--- config.mk ---
export PLATFORM = sky130hd
export DESIGN_NAME = encoder42_seq
export DESIGN_NICKNAME = d
export VERILOG_FILES = /design/src/rtl/encoder42_seq.sv
export SDC_FILE = /design/constraint.sdc
export NUM_CORES = 1
export LEC_CHECK = 0
export CAP_MARGIN = 20
export CORE_AREA = 2 2 39 41
export CTS_CLUSTER_SIZE = 12
export DETAILED_ROUTE_END_ITERATION = 8
export DIE_AREA = 0 0 41 43
export GPL_ROUTABILITY_DRIVEN = 0
export MAX_ROUTING_LAYER = met4
export PLACE_DENSITY = 0.57
export RECOVER_POWER = 25
export SYNTH_ARGS = -nofsm -noshare
export SYNTH_HDL_FRONTEND = slang
export SYNTH_SLANG_ARGS = --single-unit
--- constraint.sdc ---
create_clock -name clk -period 1.4 [get_ports clk]
set_input_delay 0.35 -clock clk [delete_from_list [all_inputs] [get_ports clk]]
set_output_delay 0.35 -clock clk [all_outputs]
set_load 0.005 [all_outputs]
--- src/rtl/encoder42_seq.sv ---
// encoder42_seq: sequential 4-to-2 priority encoder with a pending request
// register and a valid/ready output handshake. One code is issued per accept.
// Optional build macro ENC_RR_EN: rotating priority starting below the last
// issued code; when undefined, the highest set request bit always wins.
module encoder42_seq (
  input  logic       clk,
  input  logic       rst_n,
  input  logic       E,
  input  logic [3:0] D,
  input  logic       ready,
  output logic [1:0] Y,
  output logic       valid,
  output logic [3:0] pending,
  output logic       ovf
);

  localparam int unsigned NREQ = 4;
  localparam int unsigned CW   = 2;

  logic [NREQ-1:0] cand;
  logic            load;
  logic [CW-1:0]   sel_idx;
  logic [CW-1:0]   y_nxt;
  logic            valid_nxt;
  logic [NREQ-1:0] pending_nxt;
  logic            ovf_nxt;

  // Candidates are the pending set plus this cycle's captured requests
  always_comb begin
    cand = pending | (E ? D : NREQ'(0));
    load = !valid || ready;
  end

`ifdef ENC_RR_EN
  logic [CW-1:0] rr_last;
  logic [CW-1:0] rr_start;
  logic [CW-1:0] rr_idx;
  logic          rr_found;

  // Rotating search: start one below the last issued code, descend with wrap
  always_comb begin
    sel_idx  = '0;
    rr_idx   = '0;
    rr_found = 1'b0;
    rr_start = rr_last - CW'(1);
    for (int k = 0; k < NREQ; k++) begin
      rr_idx = rr_start - CW'(k);
      if (!rr_found && cand[rr_idx]) begin
        sel_idx  = rr_idx;
        rr_found = 1'b1;
      end
    end
  end

  // Last issued code, advanced on every issuing load
  always_ff @(posedge clk) begin
    if (!rst_n) begin
      rr_last <= '0;
    end else if (load && (cand != '0)) begin
      rr_last <= sel_idx;
    end
  end
`else
  // Fixed priority: highest set bit wins
  always_comb begin
    sel_idx = '0;
    if (cand[3])      sel_idx = CW'(3);
    else if (cand[2]) sel_idx = CW'(2);
    else if (cand[1]) sel_idx = CW'(1);
    else              sel_idx = CW'(0);
  end
`endif

  // Next output/pending state; a load issues the selected code or goes idle
  always_comb begin
    y_nxt       = Y;
    valid_nxt   = valid;
    pending_nxt = cand;
    ovf_nxt     = E && ((D & pending) != '0);
    if (load) begin
      if (cand != '0) begin
        y_nxt       = sel_idx;
        valid_nxt   = 1'b1;
        pending_nxt = cand & ~(NREQ'(1) << sel_idx);
      end else begin
        valid_nxt   = 1'b0;
        pending_nxt = '0;
      end
    end
  end

  // Output and pending registers with synchronous active-low reset
  always_ff @(posedge clk) begin
    if (!rst_n) begin
      Y       <= '0;
      valid   <= 1'b0;
      pending <= '0;
      ovf     <= 1'b0;
    end else begin
      Y       <= y_nxt;
      valid   <= valid_nxt;
      pending <= pending_nxt;
      ovf     <= ovf_nxt;
    end
  end

endmodule

==> results by group <==
STA
  – Fin crit share: between 90% and 100%
  – Slew @ Worst Pin: between 0.2 and 0.3 ns
  – Unrepaired setup endpoints after global routing: no
  – Fmax: 766 MHz
  – Setup Skew: around 0.0016 ns
  – Final Hold Viols: 0
  – Worst rel slew slack: between 80% and 90%
  – Max-slew violations: 0
  – Final setup viols: 0
  – Period minus WS final: between 1 and 1.5 ns

Run status
  – Status: finished clean

Worst setup path
  – Crit start category: input port
  – CP Data Arrival Time: ~1.5 ns
  – Crit-path max FO: 3
  – Setup CP Type: input port to register
  – Critical Path End Type: register
  – Req. time, crit path: 1.56 ns

Placed design
  – Dpl hpwl: around 660 um
  – Placed insts: 75
  – Placed Area: around 550 sq um
  – # port buffers: 15

Clocking
  – Clk root buf: clkbuf_4
  – CTS Hold Bufs: 0
  – Clk slew on worst S/H paths: approximately 0.05 ns
  – H-tree depth: 1
  – CTS tree: yes
  – Max clock buf depth: 2
  – CTS sink cnt: 8
  – CTS Buf Count: 3
  – Clock latency on the worst-skew pair: between 0.2 and 0.3 ns

Logic synthesis
  – Cell count after synthesis: 40
  – Count of different cell masters after synthesis: 19
  – Syn nets: 48
  – Synth warnings: 0
  – Post-Syn Area: between 300 and 400 sq um
  – Synthesized area per cell: roughly 8.7 sq um
  – Flops & latches, synth: 8
  – Sequential fraction of the synthesis area: a little under half

Finish
  – Fin area: between 500 and 600 sq um
  – Layout cells sized above 1: 23.4%
  – Commonest cells after routing, fill and taps aside: dlygate4sd2_1, a21oi_1, clkdlybuf4s50_1, buf_4
  – Most common cell after layout, fill and taps aside: dlygate4sd2_1
  – Ant. Diodes: 0
  – Nets: 74
  – P&R area growth vs syn: 69.3%
  – Post-route insts no fill: 80

Worst hold path
  – Worst Hold Class: input port to register

Run
  – Max_cap viols: 0

Pwr
  – Worst IR drop on VDD: between 300 and 400 uV
  – Leakage: 0.285 nW
  – Internal: ~0.00041 W
  – Sw Ratio: 25.3%
  – Gate power share: between 20% and 30%
  – Clk pwr share: about a third
  – Psw: 0.000141 W
  – Flop pwr share: 45.2%
  – Cell Pwr Density: ~950 nW/um^2

Drt
  – Vias post-DR: 385
  – Via density: about 4.8
  – Post-DR wirelength/cell: between 10 and 15 um
  – Total Wirelength: about 860 um
  – ANT nets after route: 0
  – Drt pass-1 iters: 4
  – DRC violation count after routing: 0
  – Starting DRT DRC Count: 9

Floorplanning
  – Row count: 14
  – Io pins: 16
  – Total die area: ~1800 sq um
  – Chip Width: slightly above 40 um
  – Initial Util: between 20% and 30%
  – Core area: about 1400 sq um
  – Die Height: 43 um

GRT
  – Initial antenna violation count: 0
  – GRT Util Overall: a little under an eighth
  – First-pass GRT wire length: approximately 1.4 mm
  – Vias in the first global route: 378
  – Grt total ovfl: 0
  – Largest net degree at the start of global routing: 8
==> repair_timing <==
item	in CTS	in global routing
setup buffers	2	0
setup endpoints to repair	8	2
resized for setup	12	3
gates cloned	0	0
==> per-stage QoR <==
| stage | worst slack, ns | hold WS (ns) | utilization (%) | total power [W] | setup TNS, ns |
|---|---|---|---|---|---|
| after detailed placement | -0.205 | 0.538 | 39.7 | 0.000385 | -0.922 |
| final | 0.0945 | 0.518 | 42.4 | 0.000556 | 0 |
| after global placement | -0.174 | 0.521 | 39.7 | 0.000386 | -0.932 |
| after global routing | 0.0307 | 0.591 | 42.4 | 0.000592 | 0 |
| after floorplan | 0.385 | 0.466 | - | 0.000310 | 0 |
| after CTS | 0.0271 | 0.558 | 42.0 | 0.000565 | 0 |
==> worst max-delay path, cell delays in order <==
cell and delay, ns:
clkdlybuf4s50_1 0.45, a21o_1 0.21, o211a_1 0.22, a211oi_1 0.24
==> metal layers <==
metal | track usage [%] | up-vias | wire length [um]
met4 | 12.0 | 0 | 40
met5 | - | - | 0
met3 | 1.57 | 5 | 39
met2 | 18.8 | 11 | 408
met1 | 11.3 | 174 | 367
li1 | - | 195 | -
==> power groups by stage <==
stage	sequential [W]	combinational, W	clock, W
global placement	0.000257	0.000128	0
global route	0.000253	0.000138	0.000201
CTS	0.000251	0.000125	0.000189
detailed placement	0.000258	0.000128	0
finish	0.000251	0.000125	0.000179
floorplan	0.000258	0.0000516	0
==> path summary, 6_finish.rpt <==
check                   from    endpoint  slack [ns]  cells past startpoint
setup / recovery        D[2]        Y[0]        0.09                      4
hold / removal             E  pending[0]        0.52                      3
setup reg to reg  pending[1]        Y[0]        0.33                      5
hold reg to reg         Y[0]        Y[0]        0.56                      2
==> cell usage after synthesis (all sizes together) <==
master | instances | area [sq um]
a211oi | 1 | 7.51
a21bo | 1 | 10.0
a21boi | 1 | 7.51
a21o | 1 | 7.51
a21oi | 6 | 30.0
a22oi | 2 | 15.0
clkbuf | 1 | 5.00
dfxtp | 8 | 160
inv | 1 | 3.75
nand2 | 5 | 18.8
nand2b | 1 | 6.26
nand3 | 1 | 5.00
nand4 | 2 | 12.5
nor2 | 2 | 7.51
nor3b | 3 | 22.5
o211a | 1 | 10.0
o21a | 1 | 7.51
o21ai | 2 | 10.0
==> flip-flops by register name, summed over array words and instances (netlist names) <==
register	flops
valid	1
Y	2
ovf	1
pending	4
==> cells by family after synthesis <==
group                  count (synthesis)  share of synthesized area (%)
AO/OA/AOI/OAI                         16                           30.3
buffers and inverters                  2                           2.52
flip-flops                             8                           46.2
AND/OR/NAND/NOR                       14                           20.9
==> layout make-up <==
class	count	area (sq um)
Multi-Input combinational cell	30	181
Fill cell	142	797
Clock buffer	3	22.5
Sequential cell	8	164
Tap cell	16	20.0
Timing Repair Buffer	22	195
Inverter	1	3.75
(Power assumes the default switching activity.)
